==> src/rtl/tdm_mult_arbiter.sv <==
// Round-robin arbiter sharing one pipelined multiplier between NUM_REQ requesters.
// A tag pipeline follows each grant through the multiplier and steers the product back.

module tdm_mult_resp_lane #(
  parameter int PW  = 1,
  parameter int IDX = 0
) (
  input  logic          clk,
  input  logic          rst_n,
  input  logic          tag_vld,
  input  logic [PW-1:0] tag_idx,
  output logic          resp_valid
);
  localparam logic [PW-1:0] LANE_ID = PW'(IDX);

  always_ff @(posedge clk) begin
    if (!rst_n) resp_valid <= 1'b0;
    else        resp_valid <= tag_vld && (tag_idx == LANE_ID);
  end
endmodule

module tdm_mult_arbiter #(
  parameter int NUM_REQ      = 2,
  parameter int WIDTH_A      = 8,
  parameter int WIDTH_B      = 8,
  parameter int MULT_LATENCY = 4
) (
  input  logic                                  clk,
  input  logic                                  rst_n,
  input  logic                                  en,
  input  logic [NUM_REQ-1:0]                    req_valid,
  input  logic [NUM_REQ-1:0][WIDTH_A-1:0]       req_a,
  input  logic [NUM_REQ-1:0][WIDTH_B-1:0]       req_b,
  output logic [NUM_REQ-1:0]                    req_ready,
  output logic [WIDTH_A-1:0]                    mult_a,
  output logic [WIDTH_B-1:0]                    mult_b,
  input  logic [WIDTH_A+WIDTH_B-1:0]            mult_p,
  output logic [NUM_REQ-1:0]                    resp_valid,
  output logic [WIDTH_A+WIDTH_B-1:0]            resp_p,
  output logic [$clog2(MULT_LATENCY+2)-1:0]     inflight,
  output logic [15:0]                           issue_count,
  output logic                                  idle
);
  localparam int PW = (NUM_REQ > 1) ? $clog2(NUM_REQ) : 1;
  localparam int IW = $clog2(MULT_LATENCY+2);
  localparam logic [PW:0]   NREQ = (PW+1)'(NUM_REQ);
  localparam logic [PW-1:0] LAST = PW'(NUM_REQ-1);

  logic [PW-1:0]       ptr;
  logic [PW-1:0]       grant_idx;
  logic [NUM_REQ-1:0]  grant;
  logic                hs;
  logic [PW:0]         sum;
  logic [PW-1:0]       cand;
  logic                found;

  logic [MULT_LATENCY:0]         vld_pipe;
  logic [MULT_LATENCY:0][PW-1:0] idx_pipe;

  // First valid requester at or after ptr, wrapping; reset also blocks grants.
  always_comb begin
    grant     = '0;
    grant_idx = '0;
    found     = 1'b0;
    sum       = '0;
    cand      = '0;
    for (int k = 0; k < NUM_REQ; k++) begin
      sum  = {1'b0, ptr} + (PW+1)'(k);
      cand = (sum >= NREQ) ? PW'(sum - NREQ) : PW'(sum);
      if (!found && en && rst_n && req_valid[cand]) begin
        found           = 1'b1;
        grant_idx       = cand;
        grant[cand]     = 1'b1;
      end
    end
  end

  assign req_ready = grant;
  assign hs        = found;
  assign idle      = (inflight == '0);

  always_ff @(posedge clk) begin
    if (!rst_n) begin
      ptr         <= '0;
      mult_a      <= '0;
      mult_b      <= '0;
      vld_pipe    <= '0;
      idx_pipe    <= '0;
      resp_p      <= '0;
      inflight    <= '0;
      issue_count <= '0;
    end else begin
      if (hs) begin
        ptr         <= (grant_idx == LAST) ? '0 : grant_idx + PW'(1);
        mult_a      <= req_a[grant_idx];
        mult_b      <= req_b[grant_idx];
        issue_count <= issue_count + 16'd1;
      end
      vld_pipe[0] <= hs;
      idx_pipe[0] <= grant_idx;
      for (int k = 1; k <= MULT_LATENCY; k++) begin
        vld_pipe[k] <= vld_pipe[k-1];
        idx_pipe[k] <= idx_pipe[k-1];
      end
      // Last tag stage lines up with the product currently on mult_p.
      if (vld_pipe[MULT_LATENCY]) resp_p <= mult_p;
      case ({hs, vld_pipe[MULT_LATENCY]})
        2'b10:   inflight <= inflight + IW'(1);
        2'b01:   inflight <= inflight - IW'(1);
        default: inflight <= inflight;
      endcase
    end
  end

  for (genvar i = 0; i < NUM_REQ; i++) begin : g_lane
    tdm_mult_resp_lane #(.PW(PW), .IDX(i)) u_lane (
      .clk        (clk),
      .rst_n      (rst_n),
      .tag_vld    (vld_pipe[MULT_LATENCY]),
      .tag_idx    (idx_pipe[MULT_LATENCY]),
      .resp_valid (resp_valid[i])
    );
  end
endmodule

==> config.mk <==
export PLATFORM = sky130hd
export DESIGN_NAME = tdm_mult_arbiter
export DESIGN_NICKNAME = d
export VERILOG_FILES = /design/src/rtl/tdm_mult_arbiter.sv
export SDC_FILE = /design/constraint.sdc
export NUM_CORES = 1
export LEC_CHECK = 0
export CORE_ASPECT_RATIO = 0.6
export CORE_UTILIZATION = 40
export CTS_CLUSTER_DIAMETER = 150
export DETAILED_ROUTE_END_ITERATION = 16
export PLACE_DENSITY_LB_ADDON = 0.08
export SYNTH_ARGS = -nofsm -noshare
export SYNTH_HDL_FRONTEND = slang
export SYNTH_SLANG_ARGS = --single-unit
==> constraint.sdc <==
create_clock -name clk -period 3 [get_ports clk]
set_input_delay 0.6 -clock clk [delete_from_list [all_inputs] [get_ports clk]]
set_output_delay 0.6 -clock clk [all_outputs]
set_load 0.005 [all_outputs]
==> results of run 1 <==
## power by group through the flow
| stage | Clock (mW) | Sequential, mW | Combinational, mW |
|---|---|---|---|
| floorplan | 0 | 0.909 | 0.0588 |
| global placement | 0 | 0.908 | 0.188 |
| detailed placement | 0 | 0.909 | 0.191 |
| CTS | 0.754 | 0.890 | 0.191 |
| global route | 0.799 | 0.893 | 0.208 |
| finish | 0.735 | 0.890 | 0.189 |
## critical path: stages
cell and delay [ps]:
clkdlybuf4s50_1 540, nand4_1 160, inv_1 100, clkdlybuf4s50_1 510
## layer usage
metal	share of wire	track usage	wire, um
met4	0.0071	0.05893	40
met2	0.39	0.2792	2234
met5	0	0	0
met1	0.51	0.2455	2894
met3	0.087	0.08282	490
## area by class of cell
| cell class | count | share of cell area |
|---|---|---|
| sequential | 64 | 0.3329 |
| timing repair buffer | 113 | 0.2906 |
| multi-input combinational | 172 | 0.2900 |
| clock buffer | 13 | 0.04129 |
| tap | 80 | 0.02601 |
| clock inverter | 3 | 0.01040 |
| inverter | 9 | 0.008778 |
## cells in the mapped netlist, drive strengths merged
cell type | n | share of area
fa | 1 | 0.0080
nand2 | 11 | 0.016
and4 | 1 | 0.0035
o2111a | 1 | 0.0045
mux2i | 32 | 0.13
or3 | 6 | 0.016
xor2 | 9 | 0.031
o211a | 1 | 0.0040
nand4 | 3 | 0.010
buf | 8 | 0.016
or4 | 4 | 0.012
a21oi | 8 | 0.016
o31ai | 3 | 0.0090
nor4 | 2 | 0.0050
o21ai | 19 | 0.038
nor2 | 30 | 0.045
dfxtp | 64 | 0.51
and3 | 2 | 0.0055
and2 | 8 | 0.020
clkbuf | 9 | 0.013
ha | 2 | 0.010
inv | 8 | 0.012
nor3 | 1 | 0.0020
xnor2 | 3 | 0.010
clkinv | 1 | 0.0015
nand3 | 24 | 0.048
nand2b | 1 | 0.0025
## flip-flops by register name (all words and copies together), names as in the netlist
name,flops
vld_pipe,5
resp_p,16
inflight,3
mult_a,8
g_lane.u_lane.resp_valid,2
issue_count,16
mult_b,8
ptr,1
idx_pipe,5
## cells by family (layout without fill, tap and decap cells)
kind of cell / count (synthesis) / count (layout)
muxes: 32 / 32
and+or+nand+nor: 93 / 93
xor gates and xnor gates: 12 / 12
adders and majority gates: 3 / 3
buffers and inverters: 26 / 138
AOI/OAI and AO/OA: 32 / 32
DFF: 64 / 64
## path summary, 6_finish.rpt
kind	depth (start not counted)	slack, ps	endpoint	from
max	4	480	req_ready[1]	rst_n
max reg2reg	4	1110	issue_count[15]$_SDFFE_PN0P_	issue_count[3]$_SDFFE_PN0P_
min reg2reg	1	400	g_lane[0].u_lane.resp_valid$_SDFF_PN0_	idx_pipe[4]$_SDFF_PN0_
min	1	400	g_lane[0].u_lane.resp_valid$_SDFF_PN0_	idx_pipe[4]$_SDFF_PN0_
==> out/results.txt, run 1 <==
fillers = 487
Max H-tree Level = 3
gpl congestion = 0.7631
Pwr Density = 471.2 nW/um^2
Multi-input gate area = 1116 um^2
final instance area = 3849 um^2
clock power share = 0.405
final hold vios = 0
routed vias = 2182
Synth cell types = 33
post-synthesis mux area share = 0.1278
Sw Pwr = 0.3878 mW
setup slack at placement = 156.3 ps
Cells after DPL = 438
DIE WIDTH = 104.2 um
DRT antenna net count = 0
Simple-Gate Fraction of Synth Area = 0.1862
post-layout util = 0.6628
sequential cell fraction of total power = 0.491
Tcrit/Tclk final = 0.8402
Synth Area in Compound Gates = 0.07139
clk buf depth = 2
worst slew pin tran = 344.8 ps
WHS = 402.9 ps
synthesis-to-layout area growth = 53.57%
Seq/Total Area, Yosys = 0.5112
Slew Limit Fails = 0
layout cell share with drive strength beyond 1 = 0.06417
number of global-route vias before repair = 2073
DR DRC count = 0
Yosys reg bits = 64
hold bufs inserted after CTS = 0
YS warnings = 0
largest net degree at the start of global routing = 37
highest clock rate = 396.7 MHz
kind of critical path = in -> out
Starting Density = 0.4316
CTS tree = yes
most frequent cells in the layout = clkdlybuf4s50_1 (108), dfxtp_1 (64), mux2i_1 (32)
fin cells = 454
area of the mapped netlist = 2506 um^2
die area = 6596 um^2
Die Y = 63.31 um
initial antenna violation count = 0
run status = finished clean
worst skew pair latency = 330 ps
endpoints failing setup = 0
drt first pass iters = 4
final wirelength = 5659 um
port bufs = 108
Logic pwr share = 0.104
post-route minimum period = 2521 ps
CP Data Arrival Time = 1920 ps
first-pass GRT wire length = 9756 um
GRT overflow = 0
# rows = 21
Hold Path Class = reg -> reg
Post-CTS Setup Repair Bufs = 0
final setup TNS = 0 ps
Sequential Area = 1281 um^2
max-cap violations = 0
DP Area = 3650 um^2
P_int = 1.426 mW
Avg Cell Area, Syn = 9.565 um^2
Ports = 109
drt wl/cell = 12.46 um
layout net count = 425
final worst slack = 479.3 ps
most common cell after layout, fill and taps aside = clkdlybuf4s50_1
Mapped Cells = 262
root buffer cell = clkbuf_8
CTS buffer count = 9
leakage = 1.492 nW
DR iter-0 viols = 90
Antenna diodes = 0
GRT Util Overall = 0.1883
vias per cell = 4.806
Worst-path clk slew = 70 ps
Final Power = 1.813 mW
CP max FO = 5
Worst slew margin = 0.7680
peak supply drop = 0.2209 mV
Sw Ratio = 0.2138
Adder-Cell Fraction of Synth Area = 0.01797
synthesized-area fraction occupied by xor and xnor cells = 0.04194
core area = 5807 um^2
CP Data Required Time = 2400 ps
post-synth net total = 318
crit start category = primary input
Worst setup EP type = output pin
RSZ-0062 raised after global routing = false
main combinational cell family by area after synthesis = simple AND/OR/NAND/NOR gates
Post-Route Skew = 8.237 ps
post-CTS sizing = 0
# clock sinks = 64
Post-DP HPWL = 3964 um
Note: power is estimated with default switching activity, not from simulation.
==> inputs of run 2 (changes only) <==
--- a/config.mk
+++ b/config.mk
@@ -6,7 +6,7 @@
 export NUM_CORES = 1
 export LEC_CHECK = 0
 export CORE_ASPECT_RATIO = 0.6
-export CORE_UTILIZATION = 40
+export CORE_UTILIZATION = 38
 export CTS_CLUSTER_DIAMETER = 150
 export DETAILED_ROUTE_END_ITERATION = 16
 export PLACE_DENSITY_LB_ADDON = 0.08
==> constraint.sdc (replaced) <==
create_clock -name clk -period 2.1 [get_ports clk]
set_input_delay 0.42 -clock clk [delete_from_list [all_inputs] [get_ports clk]]
set_output_delay 0.42 -clock clk [all_outputs]
set_load 0.005 [all_outputs]
==> run 2 against run 1 <==
  * Register-to-register slack got worse by 870 ps
  * Critical path depth up 5
  * Highest routed layer unchanged
  * Clock skew is 3.9 ps higher
  * Via count grew 0.73%
  * Largest cell class unchanged
  * Core utilization down 1.8 points
  * First-iteration DRC count grew 8.9%
  * Global-route usage shrank 0.64 points
  * Critical path type is now in -> reg
  * Sequential share of layout area is 1.5 points lower
  * Count of clock-buffer cells in the layout shrank 4
  * Largest power group unchanged
  * Routed wire length rose by 3.1%
  * Non-clock buffer count rose by 14
==> out/results.txt, run 2 (same netlist as run 1, synthesis figures left out) <==
setup slack at placement = -284.5 ps
run status = finished clean
Post-Route Skew = 12.16 ps
die area = 6934 um^2
Hold Crit Depth = 1
Cells after DPL = 456
worst skew pair latency = 340 ps
synthesis-to-layout area growth = 60.66%
drt wl/cell = 12.36 um
drt first pass iters = 4
post-route minimum period = 2071 ps
sequential cell fraction of total power = 0.450
# clock sinks = 64
Sw Pwr = 0.5998 mW
P_int = 2.227 mW
Multi-input gate area = 1142 um^2
Worst-path clk slew = 80 ps
DP Area = 3782 um^2
Die Y = 64.91 um
final hold vios = 0
Sw Ratio = 0.2122
Worst slew margin = 0.7971
delay-heaviest family, CP = buffers and inverters
root buffer cell = clkbuf_8
slowest CP cell = clkdlybuf4s50_1
Worst path depth = 9
most common cell after layout, fill and taps aside = clkdlybuf4s50_1
# rows = 22
Logic pwr share = 0.101
Antenna diodes = 0
Sequential Area = 1281 um^2
Starting Density = 0.4011
gpl congestion = 0.7834
Tcrit/Tclk final = 0.9862
number of global-route vias before repair = 2034
CP bufs+invs = 3
kind of critical path = in -> reg
leakage = 1.584 nW
CP Data Required Time = 2370 ps
peak supply drop = 0.3135 mV
GRT Util Overall = 0.1819
Max H-tree Level = 3
routed vias = 2198
Slew Limit Fails = 0
layout net count = 439
fillers = 519
core area = 6248 um^2
clk buf depth = 2
crit start category = primary input
DRT antenna net count = 0
initial antenna violation count = 0
DR iter-0 viols = 98
CTS buffer count = 9
Worst setup EP type = register
highest clock rate = 482.9 MHz
R2R depth = 4
Largest regs = issue_count (16), resp_p (16)
final setup TNS = 0 ps
most frequent cells in the layout = clkdlybuf4s50_1 (105), dfxtp_1 (64), mux2i_1 (32)
WHS = 415.9 ps
Pwr Density = 702.0 nW/um^2
Worst path max stage delay = 440 ps
DR DRC count = 0
Hold Path Class = reg -> reg
fin cells = 472
largest net degree at the start of global routing = 34
GRT overflow = 0
final worst slack = 29.06 ps
vias per cell = 4.657
post-layout util = 0.6444
worst slew pin tran = 301.6 ps
endpoints failing setup = 0
clock power share = 0.449
CP max FO = 3
port bufs = 108
layout cell share with drive strength beyond 1 = 0.1160
CP Cell Sequence = clkdlybuf4s50_1 > o211a_4 > inv_2 > ha_4 > inv_1 > fa_2 > xor2_1 > or3_1 > a21oi_2
first-pass GRT wire length = 9604 um
Final Power = 2.827 mW
max-cap violations = 0
final instance area = 4026 um^2
CP Data Arrival Time = 2340 ps
final wirelength = 5835 um
DIE WIDTH = 106.8 um
CTS tree = yes
Post-DP HPWL = 4303 um
Ports = 109
Post-CTS Setup Repair Bufs = 0
[run 2: changes by cell type in the layout (fill, tap and decap cells not counted), sizes merged]
| cell | delta |
|---|---|
| clkbuf | -4 |
| clkdlybuf4s50 | -3 |
| dlygate4sd2 | +3 |
| bufinv | +2 |
| clkinv | +1 |
| clkinvlp | +1 |
| buf | +14 |
[run 2: metal layers]
layer	routed length, um	GRT usage	share of wire
met4	49	0.06164	0.0084
met5	0	0	0
met1	2938	0.2447	0.50
met3	438	0.08048	0.075
met2	2409	0.2565	0.41
[run 2: worst register-to-register path: cells and delay by family, from the launching register on]
family / cells / cell delay [ps]
AO/OA/AOI/OAI: 1 / 140
flip-flops: 1 / 420
AND/OR/NAND/NOR: 3 / 1230
[run 2: final cells by class]
type | count | share of cell area
Timing Repair Buffer | 127 | 0.3030
Inverter | 9 | 0.008390
Tap cell | 84 | 0.02610
Clock inverter | 7 | 0.02983
Multi-Input combinational cell | 172 | 0.2837
Sequential cell | 64 | 0.3182
Clock buffer | 9 | 0.03076
[run 2: power groups by stage]
stage	logic (mW)	registers, mW	clock network, mW
after floorplan	0.0910	1.30	0
after global placement	0.287	1.30	0
after detailed placement	0.289	1.30	0
after CTS	0.289	1.27	1.31
after global routing	0.311	1.28	1.37
final	0.285	1.27	1.27
[run 2: timing repair]
item                       CTS  global route
setup endpoints to repair    2             1
gates resized for setup      3             1
hold endpoints to repair     0             0
cloned                       0             0
hold buffers                 0             0
[run 2: worst paths after layout]
path | end | startpoint | slack (ps)
worst max register to register | issue_count[15]$_SDFFE_PN0P_ | issue_count[4]$_SDFFE_PN0P_ | 240
worst max-delay path | inflight[2]$_SDFFE_PN0P_ | req_valid[1] | 30
worst min register to register | g_lane[0].u_lane.resp_valid$_SDFF_PN0_ | idx_pipe[4]$_SDFF_PN0_ | 420
worst min-delay path | g_lane[0].u_lane.resp_valid$_SDFF_PN0_ | idx_pipe[4]$_SDFF_PN0_ | 420
